<file path="src/rtl/vec_de_csr_defs.svh">
// Shared vector-unit encodings: major opcodes and OP-V func3 field values.
// Included inside a package so the enums land in that package's scope.
`ifndef VEC_DE_CSR_DEFS_SVH
`define VEC_DE_CSR_DEFS_SVH

typedef enum logic [6:0] {
  V_LOAD  = 7'h07,
  V_STORE = 7'h27,
  V_ARITH = 7'h57
} v_opcode_e;

typedef enum logic [2:0] {
  OPIVV = 3'b000,
  OPFVV = 3'b001,
  OPMVV = 3'b010,
  OPIVI = 3'b011,
  OPIVX = 3'b100,
  OPFVF = 3'b101,
  OPMVX = 3'b110,
  OPCFG = 3'b111
} v_func3_e;

`endif

</file>
<file path="src/rtl/vec_dispatch_pkg.sv">
// vec_dispatch_pkg: types and constants shared by the vector dispatch stage.
//   XLEN             scalar datapath width
//   dispatch_state_e dispatch FSM states
//   dispatch_entry_t one queued instruction with its scalar operands
//   CONF_FUNC3       func3 marking vsetvli/vsetivli/vsetvl under V_ARITH
package vec_dispatch_pkg;

  `include "vec_de_csr_defs.svh"

  localparam int XLEN = 32;

  localparam v_func3_e CONF_FUNC3 = OPCFG;

  typedef enum logic {
    IDLE    = 1'b0,
    WAIT_VL = 1'b1
  } dispatch_state_e;

  typedef struct packed {
    logic [XLEN-1:0] inst;
    logic [XLEN-1:0] rs1_data;
    logic [XLEN-1:0] rs2_data;
  } dispatch_entry_t;

endpackage

</file>
<file path="src/rtl/vec_dispatch_fifo.sv">
// vec_dispatch_fifo: DEPTH-entry FIFO of dispatch_entry_t.
//   clk, reset          clock, synchronous active-high reset
//   push, wr_entry      enqueue (ignored when full)
//   pop, rd_entry       dequeue (ignored when empty); rd_entry is the head
//   full, empty, count  occupancy status
module vec_dispatch_fifo
  import vec_dispatch_pkg::*;
#(
  parameter int DEPTH = 4
) (
  input  logic                     clk,
  input  logic                     reset,
  input  logic                     push,
  input  dispatch_entry_t          wr_entry,
  input  logic                     pop,
  output dispatch_entry_t          rd_entry,
  output logic                     full,
  output logic                     empty,
  output logic [$clog2(DEPTH):0]   count
);

  localparam int AW = $clog2(DEPTH);
  localparam int CW = AW + 1;

  dispatch_entry_t mem [DEPTH];
  logic [AW-1:0]   wr_ptr;
  logic [AW-1:0]   rd_ptr;
  logic            do_push;
  logic            do_pop;

  assign full     = (count == CW'(DEPTH));
  assign empty    = (count == '0);
  assign do_push  = push && !full;
  assign do_pop   = pop && !empty;
  assign rd_entry = mem[rd_ptr];

  // Storage carries no reset; validity is tracked by count alone.
  always_ff @(posedge clk) begin
    if (do_push) mem[wr_ptr] <= wr_entry;
  end

  // DEPTH is a power of two, so pointers wrap by natural overflow.
  always_ff @(posedge clk) begin
    if (reset) begin
      wr_ptr <= '0;
      rd_ptr <= '0;
      count  <= '0;
    end else begin
      if (do_push) wr_ptr <= wr_ptr + 1'b1;
      if (do_pop)  rd_ptr <= rd_ptr + 1'b1;
      case ({do_push, do_pop})
        2'b10:   count <= count + 1'b1;
        2'b01:   count <= count - 1'b1;
        default: count <= count;
      endcase
    end
  end

endmodule

</file>
<file path="src/rtl/vec_inst_dispatch.sv">
// vec_inst_dispatch: scalar-side issue stage for the vector unit.
// Buffers vector instructions plus rs1/rs2 values and hands them to vec_decode
// over valid/ready. Config instructions block further issue until the new vl
// returned by the CSR block has been written back to scalar rd.
//   s_valid/s_ready/s_inst/s_rs1_data/s_rs2_data  scalar-side request
//   v_valid/v_ready/v_inst/v_rs1_data/v_rs2_data  vector-decode side
//   cfg_vl_valid/cfg_vl                           vl return from CSR block
//   rd_wr_en/rd_addr/rd_data                      scalar regfile write-back
//   cfg_busy, illegal, count                      status
// Optional feature: define VEC_DISPATCH_BYPASS_EN to let an instruction pass
// straight from s_* to v_* when the FIFO is empty.
module vec_inst_dispatch
  import vec_dispatch_pkg::*;
#(
  parameter int DEPTH = 4
) (
  input  logic                   clk,
  input  logic                   reset,
  input  logic                   s_valid,
  output logic                   s_ready,
  input  logic [XLEN-1:0]        s_inst,
  input  logic [XLEN-1:0]        s_rs1_data,
  input  logic [XLEN-1:0]        s_rs2_data,
  output logic                   v_valid,
  input  logic                   v_ready,
  output logic [XLEN-1:0]        v_inst,
  output logic [XLEN-1:0]        v_rs1_data,
  output logic [XLEN-1:0]        v_rs2_data,
  input  logic                   cfg_vl_valid,
  input  logic [XLEN-1:0]        cfg_vl,
  output logic                   rd_wr_en,
  output logic [4:0]             rd_addr,
  output logic [XLEN-1:0]        rd_data,
  output logic                   cfg_busy,
  output logic                   illegal,
  output logic [$clog2(DEPTH):0] count
);

  dispatch_state_e state;
  dispatch_entry_t s_entry;
  dispatch_entry_t head;
  logic            fifo_full;
  logic            fifo_empty;
  logic            is_vec;
  logic            is_cfg;
  logic            s_fire;
  logic            push;
  logic            pop;
  logic [4:0]      rd_latched;

  assign is_vec = (s_inst[6:0] == V_ARITH) || (s_inst[6:0] == V_LOAD) ||
                  (s_inst[6:0] == V_STORE);
  assign is_cfg = (s_inst[6:0] == V_ARITH) && (s_inst[14:12] == CONF_FUNC3);

  assign s_ready = !reset && !fifo_full && (state == IDLE);
  assign s_fire  = s_valid && s_ready;
  assign s_entry = '{inst: s_inst, rs1_data: s_rs1_data, rs2_data: s_rs2_data};

`ifdef VEC_DISPATCH_BYPASS_EN
  logic byp;
  // Gated by s_ready so nothing is offered downstream that the scalar side
  // could not actually hand over this cycle.
  assign byp        = fifo_empty && s_valid && is_vec && s_ready;
  assign push       = s_fire && is_vec && !(byp && v_ready);
  assign pop        = !fifo_empty && v_ready;
  assign v_valid    = !fifo_empty || byp;
  assign v_inst     = fifo_empty ? s_inst     : head.inst;
  assign v_rs1_data = fifo_empty ? s_rs1_data : head.rs1_data;
  assign v_rs2_data = fifo_empty ? s_rs2_data : head.rs2_data;
`else
  assign push       = s_fire && is_vec;
  assign pop        = !fifo_empty && v_ready;
  assign v_valid    = !fifo_empty;
  assign v_inst     = head.inst;
  assign v_rs1_data = head.rs1_data;
  assign v_rs2_data = head.rs2_data;
`endif

  vec_dispatch_fifo #(.DEPTH(DEPTH)) u_fifo (
    .clk      (clk),
    .reset    (reset),
    .push     (push),
    .wr_entry (s_entry),
    .pop      (pop),
    .rd_entry (head),
    .full     (fifo_full),
    .empty    (fifo_empty),
    .count    (count)
  );

  always_ff @(posedge clk) begin
    if (reset) begin
      state      <= IDLE;
      rd_latched <= '0;
      rd_wr_en   <= 1'b0;
      rd_addr    <= '0;
      rd_data    <= '0;
      cfg_busy   <= 1'b0;
      illegal    <= 1'b0;
    end else begin
      rd_wr_en <= 1'b0;
      illegal  <= s_fire && !is_vec;
      case (state)
        IDLE: begin
          if (s_fire && is_cfg) begin
            state      <= WAIT_VL;
            rd_latched <= s_inst[11:7];
            cfg_busy   <= 1'b1;
          end
        end
        WAIT_VL: begin
          if (cfg_vl_valid) begin
            state    <= IDLE;
            cfg_busy <= 1'b0;
            // x0 is hardwired zero: complete the round-trip without a write.
            rd_wr_en <= (rd_latched != 5'd0);
            rd_addr  <= rd_latched;
            rd_data  <= cfg_vl;
          end
        end
        default: state <= IDLE;
      endcase
    end
  end

endmodule

</file>
<file path="config.mk">
export PLATFORM = sky130hd
export DESIGN_NAME = vec_inst_dispatch
export DESIGN_NICKNAME = d
export VERILOG_FILES = /design/src/rtl/vec_dispatch_pkg.sv /design/src/rtl/vec_dispatch_fifo.sv /design/src/rtl/vec_inst_dispatch.sv
export VERILOG_INCLUDE_DIRS = /design/src /design/src/rtl
export SDC_FILE = /design/constraint.sdc
export NUM_CORES = 1
export LEC_CHECK = 0
export BUFFER_PORTS_ARGS = -buffer_cell sky130_fd_sc_hd__buf_4
export CAP_MARGIN = 20
export CELL_PAD_IN_SITES_DETAIL_PLACEMENT = 1
export CELL_PAD_IN_SITES_GLOBAL_PLACEMENT = 2
export CORE_MARGIN = 2
export CORE_UTILIZATION = 38
export DETAILED_ROUTE_END_ITERATION = 8
export PLACE_DENSITY_LB_ADDON = 0.15
export SLEW_MARGIN = 40
export SYNTH_ARGS = -nofsm -noshare
export SYNTH_HDL_FRONTEND = slang
export SYNTH_SLANG_ARGS = --single-unit
</file>
<file path="constraint.sdc">
create_clock -name clk -period 2.7 [get_ports clk]
set_input_delay 0.27 -clock clk [delete_from_list [all_inputs] [get_ports clk]]
set_output_delay 0.27 -clock clk [all_outputs]
set_load 0.01 [all_outputs]
</file>
=== Word level (Yosys, flattened, before mapping) ===
Memories as Yosys holds them, arrays and structs flattened. A register that Yosys moved wholly into a read port is not among the register bits.
Index checks and enable logic that the tools add are counted.

* Register bits after elaboration: 53
* RAM bits: 384
* Input port bits: 133
* Output and inout port bits: 141
* Word-level logic and storage cells: 60
* Memories kept: 1

* Add/subtract/negate cells: 4
* Equal/unequal tests: 9
* Mux-type cells: 11
* Bitwise gates (word level): 2
* Reduce and logical (&&, ||, !) cells: 23

{| class="wikitable"
|+ Memory list
! memory !! words !! bits a word !! rd ports !! clocked after Yosys merged registers in !! write ports !! line !! RTL
|-
| u_fifo.mem || 4 || 96 || 1 || 1 || 1 || vec_dispatch_fifo.sv:25 || <nowiki>dispatch_entry_t mem [DEPTH];</nowiki>
|}

{| class="wikitable"
|+ Operators by type and width
! cell !! number
|-
| logical AND 1 bit || 10
|-
| == test 7 x 3 -> 1 bit, second input constant || 1
|-
| == test 7 x 6 -> 1 bit, second input constant || 1
|-
| == test 7 bit, second input constant || 1
|-
| == test 3 bit, second input constant || 2
|-
| 2-to-1 mux 1 bit || 6
|-
| one-hot mux 3 bit (2 select lines) || 1
|-
| AND reduction 2 bit || 3
|-
| nonzero test 5 bit || 1
|-
| adder 2 x 1 -> 2 bit, second input constant || 2
|-
| logical NOT 1 bit || 4
|-
| 2-to-1 mux 2 bit || 2
|-
| one-hot mux 1 bit (2 select lines) || 2
|-
| adder 3 x 1 -> 3 bit, second input constant || 1
|-
| logical NOT 3 bit || 1
|-
| OR reduction 3 bit || 1
|-
| subtractor 3 x 1 -> 3 bit, second input constant || 1
|-
| == test 2 x 1 -> 1 bit, second input constant || 1
|-
| == test 2 bit, second input constant || 1
|-
| logical OR 1 bit || 2
|-
| inequality test 2 x 1 -> 1 bit, second input constant || 1
|-
| inequality test 2 bit, second input constant || 1
|-
| NOT 1 bit || 2
|-
| nonzero test 2 bit || 1
|}

=== Logic depth before layout (Yosys ltp) ===
Gate-level depths: netlist of the first run.

* Depth after elaboration: 9
* Gate-level depth with buffers: 11
* Mapped depth without buffers: 10

=== Hierarchy ===
A second synthesis of the first run with hierarchy kept.

* Cell total of the unflattened synthesis: 762
* Area total of the unflattened synthesis: 15997.8 um^2

{| class="wikitable"
|+ Modules (own cells, without submodules)
! module !! instances !! cells each !! area an instance (um^2) !! sequential area each (um^2)
|-
| vec_dispatch_fifo || 1 || 556 || 14328.7 || 11711.2
|-
| vec_inst_dispatch || 1 || 206 || 1669.1 || 920.9
|}

=== Worst setup path before layout of the first run ===
OpenSTA, ideal clock, no wires.

* Path kind: register to register
* Start point: register u_fifo.count[1]
* End point: memory u_fifo.mem[0][0] (netlist name), enable pin
* Setup time: 413 ps
* Arrival: 2467 ps
* Data required time: 2287 ps
* Slack: -180 ps
* Cell stages (with the launch flop): 6
* Path buffers: 1
* Clock period less this slack: 2880 ps
* Cell sequence: dfxtp_1 inv_2 a311oi_4 and4_1 buf_6 and2_2

* Word-level cells in the longest chain between the ends: 9

{| class="wikitable"
|+ Ends and longest elaborated chain
! what !! line !! RTL
|-
| from (decl) || vec_dispatch_fifo.sv:19 || <nowiki>output logic [$clog2(DEPTH):0] count</nowiki>
|-
| from (signal assigned) || vec_dispatch_fifo.sv:52 || <nowiki>2'b10: count <= count + 1'b1;</nowiki>
|-
| from (signal assigned) || vec_dispatch_fifo.sv:53 || <nowiki>2'b01: count <= count - 1'b1;</nowiki>
|-
| from (signal assigned) || vec_dispatch_fifo.sv:54 || <nowiki>default: count <= count;</nowiki>
|-
| == test 3 bit || vec_dispatch_fifo.sv:31 || <nowiki>assign full = (count == CW'(DEPTH));</nowiki>
|-
| logical NOT 1 bit || vec_inst_dispatch.sv:55 || <nowiki>assign s_ready = !reset && !fifo_full && (state == IDLE);</nowiki>
|-
| logical AND 1 bit (2 in a row) || vec_inst_dispatch.sv:55 ||
|-
| net s_ready || vec_inst_dispatch.sv:20 || <nowiki>output logic s_ready,</nowiki>
|-
| logical AND 1 bit || vec_inst_dispatch.sv:56 || <nowiki>assign s_fire = s_valid && s_ready;</nowiki>
|-
| logical AND 1 bit || vec_inst_dispatch.sv:71 || <nowiki>assign push = s_fire && is_vec;</nowiki>
|-
| logical AND 1 bit || vec_dispatch_fifo.sv:33 || <nowiki>assign do_push = push && !full;</nowiki>
|-
| 2-to-1 mux 1 bit || vec_dispatch_fifo.sv:39 || <nowiki>if (do_push) mem[wr_ptr] <= wr_entry;</nowiki>
|-
| 2-to-1 mux 1 bit (implied by the code) || vec_dispatch_fifo.sv:39 ||
|-
| to (decl) || vec_dispatch_fifo.sv:25 ||
|}

The timed path passes the listed nets, and every way through them passes these cells.

==> impl_metrics.env, run 1 <==
export IMPL_power_leakage_nw=7.37
export IMPL_p_per_area_nw_per_um2=632
export IMPL_hold_depth=3
export IMPL_cp_end_kind="primary output"
export IMPL_nFillCells=3874
export IMPL_use_met1_pct=22.5
export IMPL_stdcell_count=1774
export IMPL_period_needed_ps=2530
export IMPL_hpwlAfterDp_um=23000
export IMPL_ant_nets=0
export IMPL_synth_largest_area_cell="edfxtp_1"
export IMPL_rows=75
export IMPL_via_per_inst=4.90
export IMPL_worstMarginPinSlew_ps=529
export IMPL_criticalPathCategory="reg2out"
export IMPL_holdPathEnd="state"
export IMPL_max_slew_margin_pct=64.7
export IMPL_whs_ps=42.9
export IMPL_yosysWarnings=0
export IMPL_cts_tree="yes"
export IMPL_syn_to_final_growth_pct=35.1
export IMPL_die_w_um=209
export IMPL_peakVddDrop_mv=0.364
export IMPL_die_area_um2=43700
export IMPL_root_buffer="clkbuf_16"
export IMPL_final_nets=1336
export IMPL_layout_common_cells="384 x edfxtp_1, 287 x buf_4, 130 x dlygate4sd3_1, 96 x mux4_2, 87 x nand2_1"
export IMPL_h_tree_depth=2
export IMPL_insertion_delay_ps=560
export IMPL_wl_per_cell_um=20.8
export IMPL_track_usage_pct=17.2
export IMPL_hold_path_class="in2reg"
export IMPL_hold_violations=0
export IMPL_grt_overflow=0
export IMPL_cp_required_ps=2430
export IMPL_grt_util_met3_pct=4.69
export IMPL_synth_area_top_cells="edfxtp_1 72%, mux4_2 14%, dfxtp_1 6.9%, nand2_1 2.0%, a21oi_1 1.3%"
export IMPL_io_buffers=273
export IMPL_placedInstanceArea_um2=18900
export IMPL_worstSetupStartpointType="register"
export IMPL_fin_skew_ps=9.05
export IMPL_cts_clk_slew_worst_paths_ps=60
export IMPL_io_pins=274
export IMPL_synth_compound_area_share_pct=1.66
export IMPL_cp_max_fo=38
export IMPL_slew_violations=0
export IMPL_synth_top_flop_cell="edfxtp_1"
export IMPL_reg2reg_depth=6
export IMPL_crit_chain="buf_12 -> mux4_2 -> buf_4"
export IMPL_period_share_pct=93.6
export IMPL_syn_nets=895
export IMPL_die_y_um=209
export IMPL_fmax_mhz=396
export IMPL_postCtsSetupBuffers=0
export IMPL_clock_sinks=439
export IMPL_busiest_layer="met2"
export IMPL_post_place_cells=1558
export IMPL_start_util_pct=38.3
export IMPL_ys_seq_elements=439
export IMPL_routed_wl_um=36900
export IMPL_r2r_start="u_fifo.count[1]"
export IMPL_layout_commonest_cell="edfxtp_1"
export IMPL_grt_pass1_wl_um=57100
export IMPL_coreArea_um2=41700
export IMPL_synth_area_um2=16000
export IMPL_setup_viol=0
export IMPL_cpMaxStageDelayCell="mux4_2"
export IMPL_drive_gt1_share_pct=38.4
export IMPL_fin_area_um2=21600
export IMPL_ys_seq_area_share_pct=79.1
export IMPL_synth_area_per_cell_um2=21.1
export IMPL_synth_edf_count=384
export IMPL_outcome="completed"
export IMPL_grt_setup_unrepaired="false"
export IMPL_max_cap_viol_count=0
export IMPL_drt_initial_drc_count=286
export IMPL_cts_buffer_depth=3
export IMPL_numCtsBuffers=46
export IMPL_synth_xor_area_share_pct=0.220
export IMPL_critical_path_max_stage_delay_ps=600
export IMPL_use_met2_pct=27.9
export IMPL_r2r_end="u_fifo.mem[1][2]"
export IMPL_synth_fa_ha_area_share_pct=0.517
export IMPL_netlist_instances=756
export IMPL_antenna_found_initial=3
export IMPL_via_count=8698
export IMPL_place_gp_congestion=0.697
export IMPL_reg2reg_slack_ps=470
export IMPL_cp_data_arrival_time_ps=2260
export IMPL_hold_start="cfg_vl_valid"
export IMPL_total_power_mw=13.6
export IMPL_synth_top_family_by_area="multiplexers"
export IMPL_synth_top_area_share_pct=72.2
export IMPL_grt_max_degree=49
export IMPL_synth_area_mux_share_pct=14.1
export IMPL_route_detailed_drc=0
export IMPL_grt_pass1_vias=9606
export IMPL_synthSimpleGateAreaFrac_pct=2.95
export IMPL_dr_pass1_iters=4
export IMPL_ys_types=35
export IMPL_synthArstFlopShare_pct=0
cell usage after synthesis, types with 2 or more instances:
cell,n
nand2_1,87
inv_1,5
buf_6,2
buf_4,5
buf_2,16
clkbuf_1,15
ha_1,5
xor2_1,3
edfxtp_1,384
mux2_4,2
inv_2,2
mux2i_1,6
mux4_2,96
a21oi_1,40
nor2_1,11
dfxtp_1,55
and2_2,4
area by class of cell:
cell class                 count  area, um^2  area share (%)
clock inverter                25         141           0.656
inverter                       7        26.3           0.122
timing repair buffer         431        3740            17.3
antenna                        3        7.51          0.0348
tap                          539         674            3.13
clock buffer                  58        1230            5.69
multi-input combinational    272        3110            14.4
sequential                   439       12600            58.6
cell families after synthesis:
family	count (synthesis)
mux	104
simple gates	112
flops	439
xor+xnor	4
buf+inv	45
compound gates	46
fa+ha+maj	6
per-stage QoR:
| stage | setup TNS, ps | util [%] | worst slack, ps |
|---|---|---|---|
| global placement | 0 | 45.3 | 430 |
| global route | 0 | 51.8 | 31.6 |
| floorplan | -69080 | - | -180 |
| finish | 0 | 51.8 | 174 |
| CTS | 0 | 51.7 | 64.2 |
| detailed placement | 0 | 45.3 | 431 |
critical path, delay by kind of cell (launching register included):
family	cells	cell delay [ps]
muxes	1	600
DFF	1	560
buffers and inverters	2	520
per-layer routing:
layer  vias up  part of all wire, %
met2       240                   49
li1       3920                    -
met3        51                  6.2
met4         0                  2.3
met5         -                    0
met1      4487                   43
where the power goes:
group	switching [mW]	leakage (nW)	internal, mW	total, mW
clock	2.48	0.675	3.30	5.78
sequential	0.00330	3.90	7.37	7.38
combinational	0.181	2.80	0.289	0.470
total	2.67	7.37	11.0	13.6
what timing repair did:
action / CTS / global route
hold endpoints to repair: 422 / 0
gates resized for setup: 0 / 0
hold buffers: 130 / 0
worst max-delay path by stage:
stage,from,endpoint,slack [ps],cells past startpoint
floorplan,u_fifo.count[1],u_fifo.mem[0][0],-180,5
global placement,s_inst[1],u_fifo.count[2],430,10
detailed placement,u_fifo.count[1],u_fifo.mem[1][53],430,6
CTS,register,v_inst[20],60,3
global route,register,v_inst[20],30,3
finish,register,v_rs2_data[13],170,3
registers in the layout (all words and copies together), names as in the netlist, named ones only:
name	flops
rd_addr	5
state	1
rd_data	32
u_fifo.count	3
u_fifo.rd_ptr	2
illegal	1
cfg_busy	1
rd_latched	5
u_fifo.mem	384
rd_wr_en	1
u_fifo.wr_ptr	2
Note: power is estimated with default switching activity, not from simulation.
==> run 2: changes to the inputs <==
CORE_UTILIZATION = 39   (was 38)
CTS_BUF_LIST = sky130_fd_sc_hd__clkbuf_4   (was not set)
SETUP_SLACK_MARGIN = 0.1   (was not set)
==> run 2 against run 1 <==
Non-clock buffer count increased by 8. Register-to-register slack got worse by 60 ps. Combinational power increased by 3%. Die area decreased by 2.5%. Largest cell class unchanged. Critical path type unchanged. Final area increased by 1.2%. Highest routed layer unchanged. Setup slack improved by 21 ps. Critical path depth increased by 2.
==> impl_metrics.env, run 2 (synthesis results as in run 1) <==
export IMPL_start_util_pct=39.3
export IMPL_h_tree_depth=3
export IMPL_layout_common_cells="384 x edfxtp_1, 279 x buf_4, 156 x clkbuf_4, 132 x dlygate4sd3_1, 96 x mux4_2"
export IMPL_ant_nets=0
export IMPL_setup_viol=0
export IMPL_grt_pass1_wl_um=57700
export IMPL_slew_violations=0
export IMPL_drive_gt1_share_pct=43.3
export IMPL_routed_wl_um=37900
export IMPL_cpMaxStageDelayCell="mux4_2"
export IMPL_final_nets=1411
export IMPL_cp_max_fo=7
export IMPL_drt_initial_drc_count=351
export IMPL_antenna_found_initial=1
export IMPL_path_common_cell="buf_6"
export IMPL_io_buffers=273
export IMPL_cp_top_family="buffers and inverters"
export IMPL_fin_util_pct=53.7
export IMPL_place_gp_congestion=0.712
export IMPL_nFillCells=3836
export IMPL_power_leakage_nw=7.63
export IMPL_crit_chain="buf_12 -> buf_6 -> buf_16 -> mux4_2 -> buf_6"
export IMPL_clock_sinks=439
export IMPL_die_y_um=206
export IMPL_grt_pass1_vias=10100
export IMPL_insertion_delay_ps=780
export IMPL_stdcell_count=1889
export IMPL_io_pins=274
export IMPL_hold_path_class="in2reg"
export IMPL_critical_path_max_stage_delay_ps=550
export IMPL_outcome="completed"
export IMPL_worstSetupStartpointType="register"
export IMPL_cp_end_kind="primary output"
export IMPL_fmax_mhz=399
export IMPL_die_area_um2=42600
export IMPL_peakVddDrop_mv=0.272
export IMPL_cts_buffer_depth=3
export IMPL_max_slew_margin_pct=61.2
export IMPL_rows=74
export IMPL_via_per_inst=4.77
export IMPL_route_detailed_drc=0
export IMPL_post_place_cells=1547
export IMPL_grt_setup_unrepaired="true"
export IMPL_hold_violations=0
export IMPL_cp_required_ps=2430
export IMPL_period_share_pct=92.8
export IMPL_period_needed_ps=2510
export IMPL_crit_buf_inv=4
export IMPL_reg2reg_slack_ps=410
export IMPL_cp_depth=5
export IMPL_cts_tree="yes"
export IMPL_reg_top3="u_fifo.mem (384), rd_data (32)"
export IMPL_dr_pass1_iters=4
export IMPL_root_buffer="clkbuf_4"
export IMPL_via_count=9016
export IMPL_whs_ps=121
export IMPL_die_w_um=206
export IMPL_r2r_start="u_fifo.count[0]"
export IMPL_cts_clk_slew_worst_paths_ps=70
export IMPL_r2r_end="u_fifo.mem[2][76]"
export IMPL_regMostFlops="u_fifo.mem"
export IMPL_syn_to_final_growth_pct=36.8
export IMPL_track_usage_pct=18.1
export IMPL_layout_commonest_cell="edfxtp_1"
export IMPL_hold_start="reset"
export IMPL_reg2reg_depth=6
export IMPL_grt_max_degree=62
export IMPL_coreArea_um2=40600
export IMPL_fin_skew_ps=33.8
export IMPL_wl_per_cell_um=20.0
export IMPL_largest_register_ffs=384
export IMPL_criticalPathCategory="reg2out"
export IMPL_max_cap_viol_count=0
export IMPL_grt_overflow=0
export IMPL_numCtsBuffers=113
export IMPL_cp_data_arrival_time_ps=2240
export IMPL_p_per_area_nw_per_um2=610
export IMPL_crit_end="v_rs2_data[24]"
export IMPL_worstMarginPinSlew_ps=582
export IMPL_hpwlAfterDp_um=22200
## run 2: cell count changes in the layout (fill, tap and decap cells not counted), sizes merged, moves of 2 or more
cell / before / now
buf: 301 / 306
clkbuf: 58 / 157
dlygate4sd3: 130 / 132
clkinv: 22 / 35
inv: 8 / 12
## run 2: worst min path at each step
stage	end	slack, ps	cells after the start
2_1_floorplan	u_fifo.mem[0][0]	370	0
5_1_grt	rd_latched[1]	70	4
4_1_cts	register	20	3
3_3_place_gp	rd_data[28]	440	2
6_report	rd_latched[0]	120	4
3_5_place_dp	rd_data[26]	450	2
## run 2: final cells by class
cell class                      instances  area, um^2  area share (%)
Multi-Input combinational cell        272        3110            14.3
Timing Repair Buffer                  439        3990            18.3
Clock buffer                          156        1170            5.37
Antenna cell                            2        5.00          0.0229
Tap cell                              532         666            3.05
Sequential cell                       439       12600            57.9
Clock inverter                         42         218           0.997
Inverter                                7        26.3           0.120
## run 2: worst min-delay path, delay by kind of cell
kind	cells	cell delay, ps
buf+inv	1	100
mux	1	140
simple gates	1	290
compound gates	1	50
## run 2: power breakdown
group	leakage, nW	internal, mW	switching [mW]
Sequential	3.90	7.37	0.00209
Combinational	2.89	0.298	0.186
Clock	0.836	2.85	2.61
## run 2: routing by layer
metal	global-route usage, %	vias up	share of wire, %
met1	23.3	4547	43
met2	29.5	277	50
met3	5.16	52	6.1
li1	-	4140	-
met5	0	-	0
met4	6.73	0	1.8
## run 2: timing repair
item / CTS / global route
gates resized for setup: 10 / 1
endpoints found under the setup margin: 59 / 55
buffers inserted: 4 / 0
cloned: 5 / 1
hold buffers: 132 / 0
hold endpoints to repair: 427 / 0
## run 2: stage by stage
step	setup WS (ps)	TNS [ps]	total power, mW	cell area (um^2)
after floorplan	-180	-69080	7.58	16000
after global routing	59.7	0	13.9	21800
final	195	0	13.3	21800
after CTS	76.1	0	13.6	21800
after global placement	437	0	7.83	18900
after detailed placement	393	0	7.84	18900
==> run 3: changes to the inputs <==
==> constraint.sdc (replaced) <==
create_clock -name clk -period 2.7 [get_ports clk]
set_input_delay 0.27 -clock clk [delete_from_list [all_inputs] [get_ports clk]]
set_output_delay 0.27 -clock clk [all_outputs]
set_load 0.02 [all_outputs]
==> run 3 against run 2 <==
Final area grew 1.4%. Worst hold slack gained 110 ps. Non-clock buffer count grew 17. Total power grew 0.83%. Sequential power is essentially flat. Count of clock-buffer cells in the layout grew 13. Flip-flop and latch count is the same. Die area is the same. Critical path type unchanged. Critical endpoint is now v_inst[23].
==> impl_metrics.env, run 3 (synthesis results as in run 1) <==
export IMPL_outcome="completed"
export IMPL_cts_buffer_depth=3
export IMPL_io_buffers=273
export IMPL_reg2reg_slack_ps=450
export IMPL_start_util_pct=39.3
export IMPL_final_nets=1428
export IMPL_grt_pass1_vias=10100
export IMPL_layout_common_cells="384 x edfxtp_1, 272 x buf_4, 169 x clkbuf_4, 148 x dlygate4sd3_1, 96 x mux4_2"
export IMPL_layout_commonest_cell="edfxtp_1"
export IMPL_whs_ps=229
export IMPL_numCtsBuffers=113
export IMPL_period_needed_ps=2490
export IMPL_hpwlAfterDp_um=22400
export IMPL_setup_viol=0
export IMPL_via_per_inst=4.82
export IMPL_period_share_pct=92.3
export IMPL_max_cap_viol_count=0
export IMPL_r2r_start="u_fifo.count[1]"
export IMPL_io_pins=274
export IMPL_slew_violations=0
export IMPL_route_detailed_drc=0
export IMPL_peakVddDrop_mv=0.374
export IMPL_power_leakage_nw=7.78
export IMPL_holdPathEnd="u_fifo.mem[0][85]"
export IMPL_r2r_end="u_fifo.mem[1][8]"
export IMPL_placedInstanceArea_um2=18800
export IMPL_grt_max_degree=64
export IMPL_die_area_um2=42600
export IMPL_place_gp_congestion=0.711
export IMPL_fin_skew_ps=21.1
export IMPL_via_count=9149
export IMPL_drive_gt1_share_pct=43.7
export IMPL_largest_register_ffs=384
export IMPL_insertion_delay_ps=800
export IMPL_root_buffer="clkbuf_4"
export IMPL_grt_overflow=0
export IMPL_grt_setup_unrepaired="true"
export IMPL_cp_max_fo=8
export IMPL_hold_path_class="in2reg"
export IMPL_grt_pass1_wl_um=58000
export IMPL_regMostFlops="u_fifo.mem"
export IMPL_h_tree_depth=3
export IMPL_fmax_mhz=401
export IMPL_worstSetupStartpointType="register"
export IMPL_ant_nets=0
export IMPL_fin_util_pct=54.4
export IMPL_worstMarginPinSlew_ps=545
export IMPL_cts_tree="yes"
export IMPL_hold_start="s_inst[21]"
export IMPL_fin_area_um2=22100
export IMPL_track_usage_pct=18.4
export IMPL_die_w_um=206
export IMPL_routed_wl_um=39200
export IMPL_criticalPathCategory="reg2out"
export IMPL_hold_depth=2
export IMPL_reg_top3="u_fifo.mem (384), rd_data (32)"
export IMPL_hold_violations=0
export IMPL_syn_to_final_growth_pct=38.6
export IMPL_cp_required_ps=2430
export IMPL_clock_sinks=439
export IMPL_rows=74
export IMPL_cp_data_arrival_time_ps=2220
export IMPL_totalNegativeSetupSlack_ps=0
export IMPL_coreArea_um2=40600
export IMPL_cp_end_kind="primary output"
export IMPL_drt_initial_drc_count=403
export IMPL_p_per_area_nw_per_um2=607
export IMPL_reg2reg_depth=6
export IMPL_pre_cts_slack_ps=448
export IMPL_wl_per_cell_um=20.7
export IMPL_max_slew_margin_pct=63.7
export IMPL_dr_pass1_iters=4
export IMPL_die_y_um=206
export IMPL_antenna_found_initial=2
export IMPL_cts_clk_slew_worst_paths_ps=70
export IMPL_setup_ws_ps=207
-- run 3: worst max-delay path by stage --
stage                              endpoint  cells after the start       startpoint  slack (ps)
final                            v_inst[23]                      4         register         210
after detailed placement  u_fifo.mem[1][29]                      6  u_fifo.count[1]         450
after global placement      u_fifo.count[2]                     10        s_inst[1]         450
after floorplan            u_fifo.mem[0][0]                      5  u_fifo.count[1]        -360
after global routing              v_inst[7]                      4         register          70
after CTS                        v_inst[30]                      4         register          60
-- run 3: power breakdown --
| group | internal (mW) | leakage, nW | total (mW) | switching, mW |
|---|---|---|---|---|
| sequential | 7.37 | 3.90 | 7.37 | 0.00225 |
| combinational | 0.302 | 3.04 | 0.501 | 0.199 |
| clock | 3.00 | 0.841 | 5.55 | 2.55 |
| total | 10.7 | 7.78 | 13.4 | 2.75 |
-- run 3: area by class of cell --
class | instances | area (um^2)
sequential | 439 | 12600
timing repair buffer | 456 | 4280
fill | 3812 | 18500
inverter | 7 | 26.3
tap | 532 | 666
antenna | 3 | 7.51
clock buffer | 169 | 1270
clock inverter | 19 | 129
multi-input combinational | 272 | 3110
-- run 3: worst max-delay path: stages (launching register included) --
cell	delay [ps]
dfxtp_4	380
buf_12	160
buf_16	160
mux4_2	550
buf_4	180
-- run 3: through the flow --
step                instances  power (mW)
finish                   1897        13.4
global route             1896        14.0
CTS                      1890        13.7
detailed placement       1544        7.84
global placement         1544        7.83
floorplan                 756        7.59
-- run 3: timing repair --
action / in CTS / in global routing
cloned: 6 / 4
endpoints found under the hold margin: 430 / 0
setup endpoints to repair: 87 / 46
pin swaps: 0 / 0
hold buffers: 148 / 0
setup buffers: 4 / 0
gates resized for setup: 16 / 7
-- run 3: metal layers --
metal | wire length [um] | global-route usage, % | part of all wire (%)
met2 | 19200 | 29.0 | 49
met3 | 2650 | 5.46 | 6.8
met1 | 16600 | 23.9 | 42
met4 | 764 | 7.55 | 2.0
met5 | 13 | 0 | 0.033
